**config.mk**
```make
export PLATFORM = sky130hd
export DESIGN_NAME = mem_port_arbiter
export DESIGN_NICKNAME = d
export VERILOG_FILES = /design/src/rtl/arb_pkg.sv /design/src/rtl/arb_wait_counter.sv /design/src/rtl/mem_port_arbiter.sv
export SDC_FILE = /design/constraint.sdc
export NUM_CORES = 1
export LEC_CHECK = 0
export ABC_CLOCK_PERIOD_IN_PS = 5370
export CAP_MARGIN = 30
export CORE_AREA = 2 2 121 123
export CTS_CLUSTER_SIZE = 10
export DETAILED_ROUTE_END_ITERATION = 10
export DIE_AREA = 0 0 123 125
export GPL_ROUTABILITY_DRIVEN = 0
export GPL_TIMING_DRIVEN = 0
export PLACE_DENSITY_LB_ADDON = 0.25
export SYNTH_ARGS = -nofsm -noshare
export SYNTH_HDL_FRONTEND = slang
export SYNTH_HIERARCHICAL = 1
export SYNTH_SLANG_ARGS = --single-unit
```
**constraint.sdc**
```tcl
create_clock -name clk -period 5.37 [get_ports clk]
set_clock_uncertainty 0.1 [all_clocks]
set_input_delay 0.537 -clock clk [delete_from_list [all_inputs] [get_ports clk]]
set_output_delay 0.537 -clock clk [all_outputs]
set_load 0.1 [all_outputs]
```
**src/rtl/arb_pkg.sv**
```systemverilog
// Shared types and constants for the SRAM port arbiter.
package arb_pkg;

  localparam int ARB_WAIT_CYCLES = 4;
  localparam int CNT_W           = 4;

  typedef enum logic [1:0] {
    IDLE    = 2'd0,
    MEM_ACC = 2'd1,
    IF_ACC  = 2'd2,
    DONE    = 2'd3
  } arb_state_e;

  typedef enum logic [1:0] {
    GNT_IF     = 2'd0,
    GNT_MEM_RD = 2'd1,
    GNT_MEM_WR = 2'd2
  } arb_gnt_e;

endpackage

```
**src/rtl/arb_wait_counter.sv**
```systemverilog
// Loadable down-counter that paces one SRAM access; zero marks the last cycle.
module arb_wait_counter
  import arb_pkg::*;
#(
  parameter int W = CNT_W
) (
  input  logic         clk,
  input  logic         rst,
  input  logic         load,
  input  logic [W-1:0] load_val,
  input  logic         dec,
  output logic [W-1:0] cnt,
  output logic         zero
);

  logic [W-1:0] cnt_q, cnt_d;

  // Load wins over decrement; the count saturates at zero.
  always_comb begin
    cnt_d = cnt_q;
    if (load) begin
      cnt_d = load_val;
    end else if (dec && (cnt_q != '0)) begin
      cnt_d = cnt_q - 1'b1;
    end
  end

  // Count register.
  always_ff @(posedge clk or posedge rst) begin
    if (rst) cnt_q <= '0;
    else     cnt_q <= cnt_d;
  end

  assign cnt  = cnt_q;
  assign zero = (cnt_q == '0);

endmodule

```
**src/rtl/mem_port_arbiter.sv**
```systemverilog
// Arbitrates one fixed-latency single-port SRAM between the fetch and memory
// stages. The memory stage has fixed priority because its instruction is older.
// Optional stall counters are built when ARB_PERF_CNT_EN is defined.
//
// state   | meaning
// IDLE    | no access; sample requests, memory stage first
// MEM_ACC | memory-stage load or store in progress
// IF_ACC  | fetch read in progress
// DONE    | one-cycle ready pulse to the granted requester
module mem_port_arbiter
  import arb_pkg::*;
#(
  parameter int WAIT_CYCLES = ARB_WAIT_CYCLES,
  parameter int ADDR_W      = 16
) (
  input  logic              clk,
  input  logic              rst,
  input  logic              if_req,
  input  logic [31:0]       if_addr,
  output logic [31:0]       if_rdata,
  output logic              if_ready,
  input  logic              mem_rd_req,
  input  logic              mem_wr_req,
  input  logic [31:0]       mem_addr,
  input  logic [31:0]       mem_wdata,
  output logic [31:0]       mem_rdata,
  output logic              mem_ready,
  output logic              freeze_if,
  output logic              freeze_pipe,
  output logic              sram_en,
  output logic              sram_we,
  output logic [ADDR_W-1:0] sram_addr,
  output logic [31:0]       sram_wdata,
  input  logic [31:0]       sram_rdata,
  output logic [31:0]       if_stall_cnt,
  output logic [31:0]       mem_stall_cnt
);

  arb_state_e        state_q, state_d;
  arb_gnt_e          gnt_q, gnt_d;
  logic [ADDR_W-1:0] addr_q, addr_d;
  logic [31:0]       wdata_q, wdata_d;
  logic [31:0]       if_rdata_q, if_rdata_d;
  logic [31:0]       mem_rdata_q, mem_rdata_d;

  logic              cnt_load;
  logic              cnt_zero;
  logic              in_access;
  logic [CNT_W-1:0]  cnt_val;

  // Byte offset and bits above the SRAM word range do not reach the SRAM.
  logic unused_addr_bits;
  assign unused_addr_bits = ^{if_addr[31:ADDR_W+2], if_addr[1:0],
                              mem_addr[31:ADDR_W+2], mem_addr[1:0], cnt_val};

  assign in_access = (state_q == MEM_ACC) || (state_q == IF_ACC);

  arb_wait_counter #(.W(CNT_W)) u_wait_cnt (
    .clk      (clk),
    .rst      (rst),
    .load     (cnt_load),
    .load_val (CNT_W'(WAIT_CYCLES - 1)),
    .dec      (in_access),
    .cnt      (cnt_val),
    .zero     (cnt_zero)
  );

  // Next state, grant latching and read-data capture.
  always_comb begin
    state_d     = state_q;
    gnt_d       = gnt_q;
    addr_d      = addr_q;
    wdata_d     = wdata_q;
    if_rdata_d  = if_rdata_q;
    mem_rdata_d = mem_rdata_q;
    cnt_load    = 1'b0;
    unique case (state_q)
      IDLE: begin
        if (mem_wr_req || mem_rd_req) begin
          state_d  = MEM_ACC;
          gnt_d    = mem_wr_req ? GNT_MEM_WR : GNT_MEM_RD;
          addr_d   = mem_addr[ADDR_W+1:2];
          wdata_d  = mem_wdata;
          cnt_load = 1'b1;
        end else if (if_req) begin
          state_d  = IF_ACC;
          gnt_d    = GNT_IF;
          addr_d   = if_addr[ADDR_W+1:2];
          cnt_load = 1'b1;
        end
      end
      MEM_ACC, IF_ACC: begin
        if (cnt_zero) begin
          state_d = DONE;
          if (gnt_q == GNT_IF)          if_rdata_d  = sram_rdata;
          else if (gnt_q == GNT_MEM_RD) mem_rdata_d = sram_rdata;
        end
      end
      DONE: begin
        state_d = IDLE;
      end
      default: begin
        state_d = IDLE;
      end
    endcase
  end

  // State and datapath registers; reset aborts any access in flight.
  always_ff @(posedge clk or posedge rst) begin
    if (rst) begin
      state_q     <= IDLE;
      gnt_q       <= GNT_IF;
      addr_q      <= '0;
      wdata_q     <= '0;
      if_rdata_q  <= '0;
      mem_rdata_q <= '0;
    end else begin
      state_q     <= state_d;
      gnt_q       <= gnt_d;
      addr_q      <= addr_d;
      wdata_q     <= wdata_d;
      if_rdata_q  <= if_rdata_d;
      mem_rdata_q <= mem_rdata_d;
    end
  end

  // Strobes decode straight from the state flop so reset removes them at once.
  assign sram_en    = in_access;
  assign sram_we    = in_access && (gnt_q == GNT_MEM_WR);
  assign sram_addr  = addr_q;
  assign sram_wdata = wdata_q;

  assign if_ready   = (state_q == DONE) && (gnt_q == GNT_IF);
  assign mem_ready  = (state_q == DONE) && (gnt_q != GNT_IF);
  assign if_rdata   = if_rdata_q;
  assign mem_rdata  = mem_rdata_q;

  assign freeze_pipe = (mem_rd_req | mem_wr_req) & ~mem_ready;
  assign freeze_if   = freeze_pipe | (if_req & ~if_ready);

`ifdef ARB_PERF_CNT_EN
  logic [31:0] if_stall_q, if_stall_d;
  logic [31:0] mem_stall_q, mem_stall_d;

  // Free-running stall counters, wrapping naturally at 2^32.
  always_comb begin
    if_stall_d  = if_stall_q + {31'd0, freeze_if};
    mem_stall_d = mem_stall_q + {31'd0, freeze_pipe};
  end

  // Stall counter registers.
  always_ff @(posedge clk or posedge rst) begin
    if (rst) begin
      if_stall_q  <= '0;
      mem_stall_q <= '0;
    end else begin
      if_stall_q  <= if_stall_d;
      mem_stall_q <= mem_stall_d;
    end
  end

  assign if_stall_cnt  = if_stall_q;
  assign mem_stall_cnt = mem_stall_q;
`else
  assign if_stall_cnt  = '0;
  assign mem_stall_cnt = '0;
`endif

endmodule

```
# Word level (Yosys, flattened, before mapping)
# Index checks and enable logic that the tools add are counted.
# W data, S select, Z words.
# word_totals
regBits	120
output_inout_bits	182
in_bits	133
# classes
n_eq_ne	7
n_bitwise	7
muxes	14
add_sub_neg	1
n_reduce_logical	19
# ops
cell	n
$mux W16	2
$mux W2	6
$mux W4	2
$eq A2 B2 Y1 const B	3
$pmux W2 S3	1
$reduce_and A2 Y1	3
$reduce_bool A2 Y1	3
$eq A2 B1 Y1 const B	2
$logic_and A1 B1 Y1	4
$logic_not A2 Y1	2
$logic_not A4 Y1	1
$reduce_and A4 Y1	1
$reduce_bool A4 Y1	1
$sub A4 B1 Y4 const B	1
$mux W1	3
$ne A3 B3 Y1 const B	1
$not A1 Y1	3
$reduce_and A3 Y1	1
$and A1 B1 Y1	2
$logic_or A1 B1 Y1	2
$ne A2 B2 Y1 const B	1
$or A1 B1 Y1	2
$reduce_or A2 Y1	1

# Depth between registers and ports, before layout
# logic_depth
depth_word	5
mapped_depth	8
mapped_depth_nobuf	7

# Hierarchy
# The synthesis kept the hierarchy.
# modules_own_cells
mod	cells_each	area_each_um2	n_inst
mem_port_arbiter	373	5083.6	1
arb_wait_counter	28	261.5	1

# Worst setup path after synthesis
# Ideal clock, no wire load.
# synth_timing
path_kind	register to output
startpoint	register state_q[0]
endpoint	output port freeze_if
n_path_buf	0
stages_incl_launch_ff	4
arrival_ns	4.204
t_required_ns	4.733
path_slack_ns	0.529
path_cell_list	dfrtp_1 ha_1 nor3b_1 o22ai_1
# synth_between
elab_chain_cells	5
# synth_lines
element	line	source
from (decl)	mem_port_arbiter.sv:39	arb_state_e state_q, state_d;
from (signal assigned)	mem_port_arbiter.sv:118	state_q <= state_d;
$eq A2 B2 Y1	mem_port_arbiter.sv:133	assign if_ready = (state_q == DONE) && (gnt_q == GNT_IF);
$logic_and A1 B1 Y1	mem_port_arbiter.sv:133	
named net if_ready	mem_port_arbiter.sv:21	output logic if_ready,
$not A1 Y1	mem_port_arbiter.sv:139	assign freeze_if = freeze_pipe | (if_req & ~if_ready);
$and A1 B1 Y1	mem_port_arbiter.sv:139	
$or A1 B1 Y1	mem_port_arbiter.sv:139	
to (decl)	mem_port_arbiter.sv:28	output logic freeze_if,
# The timed path passes the listed nets, and every way through them passes these cells.

# Final worst setup path
# layout_timing
startpoint	register state_q[0]
endpoint	output port sram_we
# layout_between
elab_chain_cells	3
# layout_lines
element	line	source
$eq A2 B1 Y1 or $eq A2 B2 Y1 (tied branches)	mem_port_arbiter.sv:56	assign in_access = (state_q == MEM_ACC) || (state_q == IF_ACC);
$logic_or A1 B1 Y1 (*)	mem_port_arbiter.sv:56	
$logic_and A1 B1 Y1 (*)	mem_port_arbiter.sv:129	assign sram_we = in_access && (gnt_q == GNT_MEM_WR);
to (decl)	mem_port_arbiter.sv:31	output logic sram_we,
# Mark *: on every way between the ends. The rest lies on a longest branch, timed or not.

==> summary.txt <==
CTS
  – Post-CTS Resized: 0
  – TritonCTS clock tree: built
  – H-tree depth: 4
  – Post-CTS Setup Inserts: 0
  – Clock root buffer: clkbuf_16
  – Clock Tree Buf Depth: 2
  – Worst-Skew Late Latency: just over 0.4 ns
  – Hold Buf Count CTS: 0
  – TritonCTS buffer count: 17
  – Clk slew on worst S/H paths: roughly 0.06 ns
  – Clock sink total: 120

Logic synthesis
  – Area fraction of the dominant cell type after synthesis: 0.5618
  – Mean Syn Cell Area: 13.33 sq um
  – Synth area leaders: dfrtp_1, mux2_2, buf_4
  – Synthesis Warnings: 6
  – Synth Instances: roughly 400
  – Post-synth top area cell: dfrtp_1
  – Post-synthesis cell area: between 5000 and 6000 sq um
  – Seq cells post-synth: 120
  – Yosys cell types: 33
  – Register area share after synthesis: 0.5618

Timing
  – Setup TNS Final: 0 ns
  – Final hold violation count: 0
  – Slew Limit Headroom: 0.3205
  – Tmin final: 3.360 ns
  – Achievable frequency: a little under 300 MHz
  – Slew Limit Fails: 0
  – Worst slew pin tran: roughly 1.0 ns
  – Fin crit share: 0.6257
  – Setup WS post-layout: 2.010 ns
  – Final setup vio count: 0
  – Unrepaired setup endpoints after global routing: false

Floorplanning
  – IO Pins: between 300 and 400
  – Starting Density: 0.3763
  – Core area: ~14000 sq um
  – Die X: 123 microns
  – Die Height: between 100 and 150 microns
  – Row cnt: 44
  – Total Die Area: between 15000 and 20000 sq um

Routing
  – Average routed wire per standard cell: approximately 14 microns
  – Via count: ~4000
  – DR iter-0 viols: 87
  – Routed Antenna Nets: 0
  – DR pass1 iterations: 4
  – DRC: 0
  – Routed wire length: ~13 mm
  – Via density: between 4 and 5

Setup path
  – Worst Setup Start Kind: register
  – WP data arrival: 2.72 ns
  – Worst-path fanout max: 14
  – Critical Path RT: between 4 and 5 ns
  – Crit Path Category: register to output port
  – Crit. End Element: output port

Global routing
  – Initial antenna violation count: 0
  – GRT Total Usage: 0.1694
  – Number of global-route vias before repair: ~4000
  – Largest net degree at the start of global routing: 60
  – First-pass GRT wire length: 19.78 mm
  – Grt ovf: 0

Finish
  – Area Overhead vs Synth: 62.22%
  – Share of layout cells above drive strength 1: 0.2958
  – Most frequent cells in the layout: clkdlybuf4s50_1, dfrtp_1, mux2_2
  – Most common cell after layout, fill and taps aside: clkdlybuf4s50_1
  – ANT cells: 0
  – Fill cells: 1179
  – # nets final: 844
  – Final core area utilization: 0.6105

Placed design
  – IO Port Bufs: about 220
  – Placed wire-length estimate: ~10 mm
  – Pre-CTS setup slack: just over 2 ns

Worst hold path
  – Tightest Hold Check Type: input port to asynchronous set/reset pin

Flow run
  – Maxcap violations: 0

Run status
  – Status: finished clean
[area by class of cell]
| type | instances | area [sq um] | area share |
|---|---|---|---|
| Sequential cell | 120 | 3003 | 0.3463 |
| Timing Repair Buffer | 221 | 2265 | 0.2612 |
| Tap cell | 184 | 230.2 | 0.02655 |
| Clock buffer | 18 | 429.2 | 0.04949 |
| Clock inverter | 14 | 151.4 | 0.01746 |
| Multi-Input combinational cell | 258 | 1981 | 0.2284 |
| Buffer | 79 | 571.8 | 0.06595 |
| Inverter | 10 | 40.04 | 0.004618 |
[through the flow]
step	instances	instance area (sq um)	hold slack (ns)
floorplan	467	5593	0.2031
global placement	869	8005	0.3623
detailed placement	872	8090	0.3702
CTS	904	8671	0.2844
global route	904	8671	0.3080
finish	904	8671	0.3016
[critical path: stages, from the launching register on]
cell and delay (ns):
dfrtp_1 0.36, inv_1 0.07, ha_1 0.54, nand2_1 0.09
nor2_1 0.11, clkdlybuf4s50_1 1.14
[path summary, 6_finish.rpt]
| kind | cells after the start | endpoint | startpoint | slack [ns] |
|---|---|---|---|---|
| min in group clk | 2 | sram_addr[14] | sram_addr[14] | 0.38 |
| max reg2reg | 8 | if_rdata[17] | u_wait_cnt/cnt[0] | 2.93 |
| max | 5 | sram_we | state_q[0] | 2.01 |
| min reg2reg | 2 | sram_addr[14] | sram_addr[14] | 0.38 |
| min | 2 | u_wait_cnt/cnt[1] | rst | 0.30 |
| max in group asynchronous | 3 | sram_wdata[11] | rst | 3.92 |
[flip-flops by register name (all words and copies together) (netlist names)]
| register | count |
|---|---|
| u_wait_cnt/cnt | 4 |
| state_q | 2 |
| mem_rdata | 32 |
| sram_addr | 16 |
| gnt_q | 2 |
| sram_wdata | 32 |
| if_rdata | 32 |
[layer usage]
metal	up-vias	wire length, microns	GRT usage
met1	1906	4630	0.1762
met5	-	0	0
met4	0	98	0.04679
li1	1869	-	-
met3	10	1642	0.09580
met2	199	6434	0.2909
[Yosys cell counts]
cell and count:
dfrtp_1 120, o31a_1 1, mux2i_1 18, nor3b_1 2, nand4b_2 1, conb_1 2, nor3_1 1, nor4b_2 1
o22ai_1 1, nand2_1 26, nor2_1 4, a221o_1 1, and4b_1 1, or3b_4 1, buf_4 64, mux2_2 95
buf_2 10, a31o_1 1, ha_1 4, nor3_4 1, o21ai_0 14, clkbuf_1 2, a32oi_1 1, nand3b_1 1
nand2b_1 1, o21ai_1 5, o31ai_2 1, o21a_1 1, buf_6 3, a21oi_1 4, inv_1 10, and3_4 1
mux2_1 2
[cell families (layout without fill, tap and decap cells)]
group           after synthesis  count (layout)  synth area share
buf+inv                      89             342            0.1140
other cells                   2              68          0.001405
simple gates                 41              41           0.04213
compound gates               30              30           0.03324
flops                       120             120            0.5618
fa+ha+maj                     4               4          0.009364
mux                         115             115            0.2381
Power is not shown: default switching activity piles up to over one toggle a cycle in this logic, so the estimate is an artifact.
